[config.mk]
export PLATFORM = sky130hd
export DESIGN_NAME = control_sequencer_flat
export DESIGN_NICKNAME = d
export VERILOG_FILES = /design/src/rtl/control_sequencer_pkg.sv /design/src/rtl/control_sequencer_if.sv /design/src/rtl/control_sequencer_cu_decode.sv /design/src/rtl/control_sequencer.sv /design/src/flat_wrapper.sv
export SDC_FILE = /design/constraint.sdc
export NUM_CORES = 1
export LEC_CHECK = 0
export CAP_MARGIN = 20
export CORE_AREA = 5 5 79 81
export CTS_CLUSTER_DIAMETER = 50
export DETAILED_ROUTE_END_ITERATION = 16
export DIE_AREA = 0 0 84 86
export PLACE_DENSITY = 0.63
export SYNTH_ARGS = -nofsm -noshare
export SYNTH_HDL_FRONTEND = slang
export SYNTH_SLANG_ARGS = --single-unit
[constraint.sdc]
create_clock -name clock -period 2.9 [get_ports clock]
set_input_delay 0.87 -clock clock [delete_from_list [all_inputs] [get_ports clock]]
set_output_delay 0.87 -clock clock [all_outputs]
set_load 0.005 [all_outputs]
[src/rtl/control_sequencer_pkg.sv]
// Shared definitions for the hardwired control sequencer:
// opcodes, IR field positions, state encoding and decode classes.
package control_sequencer_pkg;

    localparam int IR_OP_MSB = 31;
    localparam int IR_OP_LSB = 27;
    localparam int IR_RA_LSB = 23;
    localparam int IR_RB_LSB = 19;
    localparam int IR_RC_LSB = 15;

    localparam logic [4:0] OP_ADD  = 5'd3;
    localparam logic [4:0] OP_SUB  = 5'd4;
    localparam logic [4:0] OP_AND  = 5'd5;
    localparam logic [4:0] OP_OR   = 5'd6;
    localparam logic [4:0] OP_SHR  = 5'd7;
    localparam logic [4:0] OP_SHRA = 5'd8;
    localparam logic [4:0] OP_SHL  = 5'd9;
    localparam logic [4:0] OP_ROR  = 5'd10;
    localparam logic [4:0] OP_ROL  = 5'd11;
    localparam logic [4:0] OP_MUL  = 5'd15;
    localparam logic [4:0] OP_DIV  = 5'd16;
    localparam logic [4:0] OP_NEG  = 5'd17;
    localparam logic [4:0] OP_NOT  = 5'd18;
    localparam logic [4:0] OP_NOP  = 5'd25;
    localparam logic [4:0] OP_HALT = 5'd26;

    typedef enum logic [3:0] {
        S_IDLE,
        S_T0,
        S_T1,
        S_T2,
        S_T3,
        S_T4,
        S_T5,
        S_T6,
        S_HALT
    } state_t;

    typedef struct packed {
        logic is_bin;
        logic is_muldiv;
        logic is_unary;
        logic is_nop;
        logic is_halt;
        logic illegal;
    } op_class_t;

    function automatic logic [4:0] ir_op(input logic [31:0] ir);
        return ir[IR_OP_MSB:IR_OP_LSB];
    endfunction

endpackage

[src/rtl/control_sequencer_if.sv]
// Control-unit to datapath bundle: sequencer inputs, datapath
// strobes and status. master = sequencer, slave = datapath/bench.
interface control_sequencer_if #(
    parameter int CNT_W = 16
);
    logic             start;
    logic             mem_ready;
    logic [31:0]      ir;
    logic             PCout;
    logic             PCin;
    logic             IncPC;
    logic             MARin;
    logic             Read;
    logic             MDRin;
    logic             MDRout;
    logic             IRin;
    logic             Yin;
    logic             ZLowIn;
    logic             ZHighIn;
    logic             ZLowOut;
    logic             ZHighOut;
    logic             LOin;
    logic             HIin;
    logic             Gra;
    logic             Grb;
    logic             Grc;
    logic             Rin;
    logic             Rout;
    logic [4:0]       alu_op;
    logic             run;
    logic             fault;
    logic [CNT_W-1:0] retired;

    modport master (
        input  start, mem_ready, ir,
        output PCout, PCin, IncPC, MARin, Read, MDRin,
        output MDRout, IRin, Yin, ZLowIn, ZHighIn,
        output ZLowOut, ZHighOut, LOin, HIin,
        output Gra, Grb, Grc, Rin, Rout,
        output alu_op, run, fault, retired
    );

    modport slave (
        output start, mem_ready, ir,
        input  PCout, PCin, IncPC, MARin, Read, MDRin,
        input  MDRout, IRin, Yin, ZLowIn, ZHighIn,
        input  ZLowOut, ZHighOut, LOin, HIin,
        input  Gra, Grb, Grc, Rin, Rout,
        input  alu_op, run, fault, retired
    );
endinterface

[src/rtl/control_sequencer_cu_decode.sv]
// Opcode classifier: maps the 5-bit opcode to the execution
// class that steers T3..T6 of the sequencer.
module cu_decode
    import control_sequencer_pkg::*;
(
    input  logic [4:0] op,
    output op_class_t  cls
);

    // Exactly one class bit is set for any opcode.
    always_comb begin
        cls = '0;
        unique case (op)
            OP_ADD, OP_SUB, OP_AND, OP_OR, OP_SHR,
            OP_SHRA, OP_SHL, OP_ROR, OP_ROL: cls.is_bin = 1'b1;
            OP_MUL, OP_DIV:                  cls.is_muldiv = 1'b1;
            OP_NEG, OP_NOT:                  cls.is_unary = 1'b1;
            OP_NOP:                          cls.is_nop = 1'b1;
            OP_HALT:                         cls.is_halt = 1'b1;
            default:                         cls.illegal = 1'b1;
        endcase
    end

endmodule

[src/rtl/control_sequencer.sv]
// Hardwired Moore control unit for the phase-1 datapath: fetch,
// then execute ALU, mul/div, neg/not, nop and halt instructions.
module control_sequencer
    import control_sequencer_pkg::*;
#(
    parameter int MEM_TIMEOUT = 15,
    parameter int CNT_W       = 16
) (
    input logic          clock,
    input logic          clear,
    control_sequencer_if.master bus
);

    localparam int WW = $clog2(MEM_TIMEOUT + 1);

    state_t           state_q, state_d;
    logic [WW-1:0]    wait_q, wait_d;
    logic             fault_q, fault_d;
    logic             retire;
    logic [CNT_W-1:0] retired_q;
    logic [4:0]       op;
    op_class_t        cls;

    assign op = ir_op(bus.ir);

    cu_decode u_decode (
        .op  (op),
        .cls (cls)
    );

    // State, memory-wait counter, sticky fault and retire count.
    always_ff @(posedge clock) begin
        if (clear) begin
            state_q   <= S_IDLE;
            wait_q    <= '0;
            fault_q   <= 1'b0;
            retired_q <= '0;
        end else begin
            state_q   <= state_d;
            wait_q    <= wait_d;
            fault_q   <= fault_d;
            retired_q <= retired_q + CNT_W'(retire);
        end
    end

    // Next-state sequencing; T3 branches on the opcode class.
    always_comb begin
        state_d = state_q;
        wait_d  = wait_q;
        fault_d = fault_q;
        retire  = 1'b0;
        unique case (state_q)
            S_IDLE: if (bus.start) state_d = S_T0;
            S_T0: begin
                state_d = S_T1;
                wait_d  = '0;
            end
            S_T1: begin
                if (bus.mem_ready) begin
                    state_d = S_T2;
                    wait_d  = '0;
                end else if (wait_q == WW'(MEM_TIMEOUT - 1)) begin
                    state_d = S_HALT;
                    fault_d = 1'b1;
                end else begin
                    wait_d = wait_q + WW'(1);
                end
            end
            S_T2: state_d = S_T3;
            S_T3: begin
                if (cls.is_nop) begin
                    state_d = S_T0;
                    retire  = 1'b1;
                end else if (cls.is_halt) begin
                    state_d = S_HALT;
                    retire  = 1'b1;
                end else if (cls.illegal) begin
                    state_d = S_HALT;
                    fault_d = 1'b1;
                end else begin
                    state_d = S_T4;
                end
            end
            S_T4: state_d = S_T5;
            S_T5: begin
                if (cls.is_muldiv) begin
                    state_d = S_T6;
                end else begin
                    state_d = S_T0;
                    retire  = 1'b1;
                end
            end
            S_T6: begin
                state_d = S_T0;
                retire  = 1'b1;
            end
            S_HALT: state_d = S_HALT;
            default: state_d = S_IDLE;
        endcase
    end

    // Datapath strobes decoded from state and IR; only one bus driver per state.
    always_comb begin
        bus.PCout    = 1'b0;
        bus.PCin     = 1'b0;
        bus.IncPC    = 1'b0;
        bus.MARin    = 1'b0;
        bus.Read     = 1'b0;
        bus.MDRin    = 1'b0;
        bus.MDRout   = 1'b0;
        bus.IRin     = 1'b0;
        bus.Yin      = 1'b0;
        bus.ZLowIn   = 1'b0;
        bus.ZHighIn  = 1'b0;
        bus.ZLowOut  = 1'b0;
        bus.ZHighOut = 1'b0;
        bus.LOin     = 1'b0;
        bus.HIin     = 1'b0;
        bus.Gra      = 1'b0;
        bus.Grb      = 1'b0;
        bus.Grc      = 1'b0;
        bus.Rin      = 1'b0;
        bus.Rout     = 1'b0;
        bus.alu_op   = '0;
        unique case (state_q)
            S_T0: begin
                bus.PCout  = 1'b1;
                bus.MARin  = 1'b1;
                bus.IncPC  = 1'b1;
                bus.ZLowIn = 1'b1;
            end
            S_T1: begin
                bus.ZLowOut = 1'b1;
                bus.PCin    = 1'b1;
                bus.Read    = 1'b1;
                bus.MDRin   = 1'b1;
            end
            S_T2: begin
                bus.MDRout = 1'b1;
                bus.IRin   = 1'b1;
            end
            S_T3: begin
                if (cls.is_bin || cls.is_muldiv) begin
                    bus.Gra  = cls.is_muldiv;
                    bus.Grb  = cls.is_bin;
                    bus.Rout = 1'b1;
                    bus.Yin  = 1'b1;
                end
            end
            S_T4: begin
                bus.alu_op  = op;
                bus.ZLowIn  = 1'b1;
                bus.ZHighIn = cls.is_muldiv;
                bus.Grc     = cls.is_bin;
                bus.Grb     = !cls.is_bin;
                bus.Rout    = 1'b1;
            end
            S_T5: begin
                bus.ZLowOut = 1'b1;
                bus.LOin    = cls.is_muldiv;
                bus.Gra     = !cls.is_muldiv;
                bus.Rin     = !cls.is_muldiv;
            end
            S_T6: begin
                bus.ZHighOut = 1'b1;
                bus.HIin     = 1'b1;
            end
            default: ;
        endcase
    end

    assign bus.run     = (state_q != S_IDLE) && (state_q != S_HALT);
    assign bus.fault   = fault_q;
    assign bus.retired = retired_q;

endmodule
[src/flat_wrapper.sv]
// flat-port wrapper written by rule: the top's interface ports become plain ports
module control_sequencer_flat import control_sequencer_pkg::*;
#(
    parameter int MEM_TIMEOUT = 15,
    parameter int CNT_W       = 16
)
  (clock, clear, bus_start, bus_mem_ready, bus_ir, bus_PCout, bus_PCin, bus_IncPC, bus_MARin, bus_Read, bus_MDRin, bus_MDRout, bus_IRin, bus_Yin, bus_ZLowIn, bus_ZHighIn, bus_ZLowOut, bus_ZHighOut, bus_LOin, bus_HIin, bus_Gra, bus_Grb, bus_Grc, bus_Rin, bus_Rout, bus_alu_op, bus_run, bus_fault, bus_retired);
  control_sequencer_if #(.CNT_W(CNT_W)) bus_i ();
  input logic clock;
  input logic clear;
  input wire logic [$bits(bus_i.start)-1:0] bus_start;
  input wire logic [$bits(bus_i.mem_ready)-1:0] bus_mem_ready;
  input wire logic [$bits(bus_i.ir)-1:0] bus_ir;
  output wire logic [$bits(bus_i.PCout)-1:0] bus_PCout;
  output wire logic [$bits(bus_i.PCin)-1:0] bus_PCin;
  output wire logic [$bits(bus_i.IncPC)-1:0] bus_IncPC;
  output wire logic [$bits(bus_i.MARin)-1:0] bus_MARin;
  output wire logic [$bits(bus_i.Read)-1:0] bus_Read;
  output wire logic [$bits(bus_i.MDRin)-1:0] bus_MDRin;
  output wire logic [$bits(bus_i.MDRout)-1:0] bus_MDRout;
  output wire logic [$bits(bus_i.IRin)-1:0] bus_IRin;
  output wire logic [$bits(bus_i.Yin)-1:0] bus_Yin;
  output wire logic [$bits(bus_i.ZLowIn)-1:0] bus_ZLowIn;
  output wire logic [$bits(bus_i.ZHighIn)-1:0] bus_ZHighIn;
  output wire logic [$bits(bus_i.ZLowOut)-1:0] bus_ZLowOut;
  output wire logic [$bits(bus_i.ZHighOut)-1:0] bus_ZHighOut;
  output wire logic [$bits(bus_i.LOin)-1:0] bus_LOin;
  output wire logic [$bits(bus_i.HIin)-1:0] bus_HIin;
  output wire logic [$bits(bus_i.Gra)-1:0] bus_Gra;
  output wire logic [$bits(bus_i.Grb)-1:0] bus_Grb;
  output wire logic [$bits(bus_i.Grc)-1:0] bus_Grc;
  output wire logic [$bits(bus_i.Rin)-1:0] bus_Rin;
  output wire logic [$bits(bus_i.Rout)-1:0] bus_Rout;
  output wire logic [$bits(bus_i.alu_op)-1:0] bus_alu_op;
  output wire logic [$bits(bus_i.run)-1:0] bus_run;
  output wire logic [$bits(bus_i.fault)-1:0] bus_fault;
  output wire logic [$bits(bus_i.retired)-1:0] bus_retired;
  assign bus_i.start = bus_start;
  assign bus_i.mem_ready = bus_mem_ready;
  assign bus_i.ir = bus_ir;
  assign bus_PCout = bus_i.PCout;
  assign bus_PCin = bus_i.PCin;
  assign bus_IncPC = bus_i.IncPC;
  assign bus_MARin = bus_i.MARin;
  assign bus_Read = bus_i.Read;
  assign bus_MDRin = bus_i.MDRin;
  assign bus_MDRout = bus_i.MDRout;
  assign bus_IRin = bus_i.IRin;
  assign bus_Yin = bus_i.Yin;
  assign bus_ZLowIn = bus_i.ZLowIn;
  assign bus_ZHighIn = bus_i.ZHighIn;
  assign bus_ZLowOut = bus_i.ZLowOut;
  assign bus_ZHighOut = bus_i.ZHighOut;
  assign bus_LOin = bus_i.LOin;
  assign bus_HIin = bus_i.HIin;
  assign bus_Gra = bus_i.Gra;
  assign bus_Grb = bus_i.Grb;
  assign bus_Grc = bus_i.Grc;
  assign bus_Rin = bus_i.Rin;
  assign bus_Rout = bus_i.Rout;
  assign bus_alu_op = bus_i.alu_op;
  assign bus_run = bus_i.run;
  assign bus_fault = bus_i.fault;
  assign bus_retired = bus_i.retired;
  control_sequencer #(.MEM_TIMEOUT(MEM_TIMEOUT), .CNT_W(CNT_W)) u_core (.clock(clock), .clear(clear), .bus(bus_i));
endmodule
==> results.py, run 1 <==
metrics = {
    "critical_path": {
        "r2r-start": "u_core.state_q[1]",
        "crit_path_start_kind": "primary input",
        "crit_type": "in2out",
        "end_kind": "output port",
        "worstPathMaxFanout": 2,
        "cpMostUsedCell": "buf_6",
        "required_ns": 2.03,
        "critPathMaxStageDelay_ns": 0.39,
        "crit_chain": "buf_6 -> or3b_4 -> o32a_4 -> or3_4 -> inv_2 -> buf_6",
        "arrival_ns": 2.19,
        "cp_slowest_cell": "or3b_4",
        "cp-startpoint": "bus_ir[29]",
    },
    "routing": {
        "drtIter0Drc": 59,
        "routedWlPerCell_um": 12.7,
        "drc_errors": 0,
        "viasPerCell": 4.80,
        "vias": 1576,
        "ant_nets": 0,
        "totalWireLength_mm": 4.17,
        "first_pass_iters": 4,
    },
    "logic_synthesis": {
        "synthArstFlopShare_pct": 0,
        "syn_avg_cell_area_um2": 8.06,
        "synthCells": 198,
        "synth_edf_count": 0,
        "syn_nets": 238,
        "yosysWarnings": 0,
        "synth_seq_cells": 25,
        "synth_ff_type": "dfxtp_1",
        "ys_types": 49,
        "synth_seq_area_share_pct": 31.4,
        "netlist_area_mm2": 0.00160,
    },
    "sta": {
        "timing.final.crit_share_pct": 106,
        "setup_ws_ns": -0.161,
        "max_slew_margin_pct": 65.7,
        "final-max-slew-violation-count": 0,
        "skew_ns": 0.00404,
        "setup_tns_ns": -0.376,
        "finalCriticalPeriod_ns": 3.06,
        "rsz0062_at_grt": "yes",
        "setup_viol_count_final": 5,
        "max_freq_mhz": 327,
        "tightest_slew_ns": 0.501,
        "hold_viol": 0,
    },
    "finish": {
        "multiInputGateArea_mm2": 0.00105,
        "most-common-layout-cells": "clkdlybuf4s50_1, dfxtp_1, nor2_1",
        "area_delta_synth_final_pct": 47.2,
        "instances_no_fill": 328,
        "diodes": 0,
        "nets": 297,
        "seqCellArea_um2": 500,
        "layout-drive-gt1-share_pct": 24.6,
        "num-fill-cells": 541,
        "final_common_cell": "clkdlybuf4s50_1",
    },
    "cts": {
        "htreeDepth": 1,
        "postCtsHoldBufs": 0,
        "clock_path_buffers": 2,
        "cts_tree": "done",
        "path_clk_slew_ns": 0.09,
        "numClockSinks": 25,
        "worstSkewPairLatency_ns": 0.26,
        "root_buffer": "clkbuf_8",
        "cts_buffers": 3,
    },
    "outcome": {
        "outcome": "finished, violations left",
        "violations": "negative setup slack",
    },
    "placed_design": {
        "dp_slack_ns": -0.958,
        "place_hpwl_mm": 3.24,
        "dp.cells": 320,
        "io_buffers": 51,
        "place_congestion": 0.721,
    },
    "global_routing": {
        "grtUsageTotal_pct": 11.5,
        "grt_max_degree": 18,
        "overflow": 0,
        "antenna_found_initial": 0,
        "grt_first_pass_wirelength_mm": 7.00,
        "grt_pass1_vias": 1491,
    },
    "floorplan": {
        "core-area_mm2": 0.00541,
        "row_count": 27,
        "io_pins": 79,
        "chipWidth_um": 84,
        "die_area_mm2": 0.00722,
        "die_h_um": 86,
        "start_util_pct": 29.5,
    },
    "min_path": {
        "hold_class": "reg2reg",
        "worstHoldStart": "u_core.bus.retired[15]",
    },
    "power_and_ir_drop": {
        "power_density_mw_per_mm2": 466,
        "ir_drop_uv": 417,
        "p_leak_nw": 0.909,
    },
    "flow_run": {
        "max_cap_viol_count": 0,
    },
}
## registers in the layout, indices dropped and copies added (netlist names)
register            cells
u_core.state_q          4
u_core.wait_q           4
u_core.bus.retired     16
u_core.bus.fault        1
## cells in the mapped netlist (2+ instances only)
| cell type | number | area [um2] |
|---|---|---|
| or4_1 | 3 | 22.5 |
| and4_1 | 2 | 17.5 |
| a21o_1 | 2 | 15.0 |
| o31ai_1 | 2 | 15.0 |
| nand4_1 | 3 | 18.8 |
| xor2_1 | 9 | 78.8 |
| nor2_1 | 23 | 86.3 |
| nand2_1 | 10 | 37.5 |
| nor3b_1 | 2 | 15.0 |
| o21ai_0 | 7 | 35.0 |
| buf_4 | 7 | 52.6 |
| buf_2 | 4 | 20.0 |
| or3_1 | 6 | 37.5 |
| nor2b_1 | 7 | 43.8 |
| buf_6 | 2 | 22.5 |
| xnor2_1 | 4 | 35.0 |
| ha_1 | 4 | 50.1 |
| a21oi_1 | 14 | 70.1 |
| nor3_1 | 3 | 15.0 |
| dfxtp_1 | 25 | 500 |
| and3_1 | 8 | 50.1 |
| nand3_1 | 12 | 60.1 |
| inv_1 | 7 | 26.3 |
| nand2b_1 | 4 | 25.0 |
| clkbuf_1 | 4 | 15.0 |
## report_power, final
part	internal (mW)	switching [mW]
logic	0.255	0.229
registers	0.363	0.0411
clock network	0.0980	0.107
## path summary, 6_finish.rpt
path / slack [ns] / cells after the start / to
max reg2reg: 0.39 / 10 / u_core.bus.retired[15]
min reg2reg: 0.49 / 2 / u_core.bus.retired[15]
max: -0.16 / 6 / bus_LOin
min: 0.49 / 2 / u_core.bus.retired[15]
## routing by layer
layer	share of wire [%]	global-route usage, %
met3	4.8	1.73
met2	48	20.2
met5	0	0
met1	47	14.9
met4	0.67	2.63
## cell type report
cell class	count	area share, %
Sequential cell	25	21.3
Tap cell	72	3.84
Clock buffer	4	1.92
Multi-Input combinational cell	148	44.6
Timing Repair Buffer	72	27.2
Inverter	7	1.12
## worst max-delay path: cells and delay by family
family | cells | cell delay, ns
and+or+nand+nor | 2 | 0.76
buffers and inverters | 3 | 0.23
AOI/OAI and AO/OA | 1 | 0.32
## kinds of logic (layout without fill, tap and decap cells)
group           after synthesis  count (layout)  synth area share [%]
buf+inv                      25              83                  8.86
xor+xnor                     13              13                  7.14
simple gates                 93              93                  32.8
flops                        25              25                  31.4
mux                           1               1                 0.627
fa+ha+maj                     4               4                  3.14
compound gates               37              37                  16.1
## through the flow
step	power (mW)	area, um2	util [%]	hold WS [ns]
2_1_floorplan	0.679	1600	-	0.462
3_5_place_dp	0.886	2210	40.9	0.476
3_3_place_gp	0.883	2210	40.9	0.466
5_1_grt	1.16	2350	43.4	0.509
6_report	1.09	2350	43.4	0.486
4_1_cts	1.09	2280	42.2	0.489
## what timing repair did
item,4_1_cts,5_1_grt
gates cloned,0,0
pin swaps,6,7
setup buffers,3,1
gates resized for setup,58,18
setup endpoints to repair,28,27
Note: power is estimated with default switching activity, not from simulation.
==> run 2, diff against run 1 <==
--- a/config.mk
+++ b/config.mk
@@ -10,7 +10,7 @@
 export CTS_CLUSTER_DIAMETER = 50
 export DETAILED_ROUTE_END_ITERATION = 16
 export DIE_AREA = 0 0 84 86
-export PLACE_DENSITY = 0.63
+export PLACE_DENSITY = 0.68
 export SYNTH_ARGS = -nofsm -noshare
 export SYNTH_HDL_FRONTEND = slang
 export SYNTH_SLANG_ARGS = --single-unit
==> run 2 against run 1 <==
The flow still finishes with violations (negative setup slack). Largest cell class unchanged. Critical path depth is the same. Maximum frequency shrank 0.43%. Worst hold slack improved by 0.022 ns. Critical endpoint unchanged. Combinational power about the same. Final cell count grew 0.91%. Clock power grew 5%.
==> results.py, run 2 (synthesis gave the netlist of run 1 again) <==
metrics = {
    "outcome": {
        "outcome": "finished, violations left",
        "violations": "negative setup slack",
    },
    "critical_path": {
        "r2r-start": "u_core.state_q[1]",
        "r2r_setup_slack_ns": 0.39,
        "cp-startpoint": "bus_ir[29]",
        "worstPathMaxFanout": 2,
        "required_ns": 2.03,
        "arrival_ns": 2.20,
        "end_kind": "output port",
        "setup.worst_path.end": "bus_LOin",
        "r2r_cells": 10,
        "crit_path_start_kind": "primary input",
        "r2r_end": "u_core.bus.retired[15]",
        "crit_type": "in2out",
    },
    "routing": {
        "first_pass_iters": 4,
        "vias": 1611,
        "drc_errors": 0,
        "viasPerCell": 4.87,
        "drtIter0Drc": 53,
        "totalWireLength_mm": 4.27,
        "routedWlPerCell_um": 12.9,
        "ant_nets": 0,
    },
    "flow_run": {
        "max_cap_viol_count": 0,
    },
    "sta": {
        "hold_viol": 0,
        "finalCriticalPeriod_ns": 3.07,
        "max_freq_mhz": 325,
        "tightest_slew_ns": 0.475,
        "final-max-slew-violation-count": 0,
        "setup_tns_ns": -0.374,
        "timing.final.crit_share_pct": 106,
        "fin_hold_ws_ns": 0.508,
        "skew_ns": 0.00531,
        "setup_viol_count_final": 4,
        "max_slew_margin_pct": 67.5,
        "rsz0062_at_grt": "yes",
        "setup_ws_ns": -0.175,
    },
    "power_and_ir_drop": {
        "p_seq_share_pct": 36.7,
        "p_sw_mw": 0.387,
        "p_sw_share_pct": 34.9,
        "power_density_mw_per_mm2": 462,
        "ir_drop_uv": 481,
        "p_total_mw": 1.11,
        "p_leak_nw": 0.914,
        "clock_power_share_pct": 19.4,
        "p_int_mw": 0.720,
        "combPwrFrac_pct": 43.9,
    },
    "finish": {
        "layout-drive-gt1-share_pct": 26.6,
        "area_delta_synth_final_pct": 50.3,
        "final_area_mm2": 0.00240,
        "nets": 300,
        "final_common_cell": "clkdlybuf4s50_1",
        "diodes": 0,
        "fin_util_pct": 44.4,
        "largest_reg_flops": 16,
        "most-common-layout-cells": "clkdlybuf4s50_1, dfxtp_1, nor2_1",
        "instances_no_fill": 331,
    },
    "floorplan": {
        "start_util_pct": 29.5,
        "die_area_mm2": 0.00722,
        "core-area_mm2": 0.00541,
        "row_count": 27,
        "io_pins": 79,
        "chipWidth_um": 84,
        "die_h_um": 86,
    },
    "cts": {
        "worstSkewPairLatency_ns": 0.27,
        "path_clk_slew_ns": 0.09,
        "root_buffer": "clkbuf_8",
        "cts_buffers": 3,
        "htreeDepth": 1,
        "numClockSinks": 25,
        "clock_path_buffers": 2,
        "postCtsHoldBufs": 0,
        "cts_tree": "done",
    },
    "placed_design": {
        "dp_slack_ns": -0.954,
        "dp.cells": 322,
        "dpl_cell_area_mm2": 0.00223,
        "place_congestion": 0.789,
        "io_buffers": 51,
        "place_hpwl_mm": 3.22,
    },
    "global_routing": {
        "grt_pass1_vias": 1560,
        "overflow": 0,
        "grt_first_pass_wirelength_mm": 7.10,
        "antenna_found_initial": 0,
        "grtUsageTotal_pct": 11.8,
        "grt_max_degree": 18,
    },
    "min_path": {
        "hold_class": "reg2reg",
    },
}
run 2: final cells by class:
cell class / count / area [um2]
repair buffers: 75 / 666
inverters: 7 / 26.3
well taps: 72 / 90.1
multi-input cells: 148 / 1070
clock inverters: 1 / 7.51
fillers: 544 / 3010
flip-flops and latches: 25 / 500
clock buffers: 3 / 41.3
run 2: routing by layer:
layer | vias to the layer above | routed length (um) | track usage, %
met5 | - | 0 | 0
met4 | 0 | 29 | 2.63
met3 | 2 | 209 | 3.27
met2 | 32 | 2170 | 21.2
met1 | 751 | 1860 | 14.0
li1 | 826 | - | -
run 2: how the worst min path moves through the flow:
stage,from,endpoint,depth (start not counted)
CTS,u_core.bus.retired[15],u_core.bus.retired[15],2
finish,u_core.wait_q[0],u_core.wait_q[0],2
floorplan,u_core.wait_q[0],u_core.wait_q[0],2
detailed placement,u_core.bus.retired[15],u_core.bus.retired[15],2
global placement,u_core.bus.retired[15],u_core.bus.retired[15],2
global route,u_core.bus.retired[13],u_core.bus.retired[13],2
run 2: repair_timing:
action                                 4_1_cts  5_1_grt
resized for setup                           61       19
setup endpoints to repair                   28       24
endpoints found under the hold margin        0        0
pin swaps                                    6       10
cloned                                       0        0
setup buffers                                4        1
run 2: worst max-delay path, stage by stage:
cell and delay, ns:
buf_6 0.09, or3b_4 0.39, o32a_4 0.32, or3_4 0.39, inv_2 0.06, buf_6 0.08
run 2: power groups by stage:
| stage | Combinational [mW] | Sequential (mW) | Clock, mW |
|---|---|---|---|
| 3_3_place_gp | 0.469 | 0.412 | 0 |
| 3_5_place_dp | 0.473 | 0.414 | 0 |
| 4_1_cts | 0.483 | 0.405 | 0.229 |
| 5_1_grt | 0.539 | 0.414 | 0.238 |
| 2_1_floorplan | 0.300 | 0.378 | 0 |
| 6_report | 0.486 | 0.406 | 0.215 |
==> run 3, diff against run 2 <==
--- a/config.mk
+++ b/config.mk
@@ -7,9 +7,11 @@
 export LEC_CHECK = 0
 export CAP_MARGIN = 20
 export CORE_AREA = 5 5 79 81
+export CTS_BUF_LIST = sky130_fd_sc_hd__clkbuf_8
 export CTS_CLUSTER_DIAMETER = 50
 export DETAILED_ROUTE_END_ITERATION = 16
 export DIE_AREA = 0 0 84 86
+export HOLD_SLACK_MARGIN = 0.1
 export PLACE_DENSITY = 0.68
 export SYNTH_ARGS = -nofsm -noshare
 export SYNTH_HDL_FRONTEND = slang
==> results of run 3 <==
Final layout, timing and power as in run 2 (identical DEF).
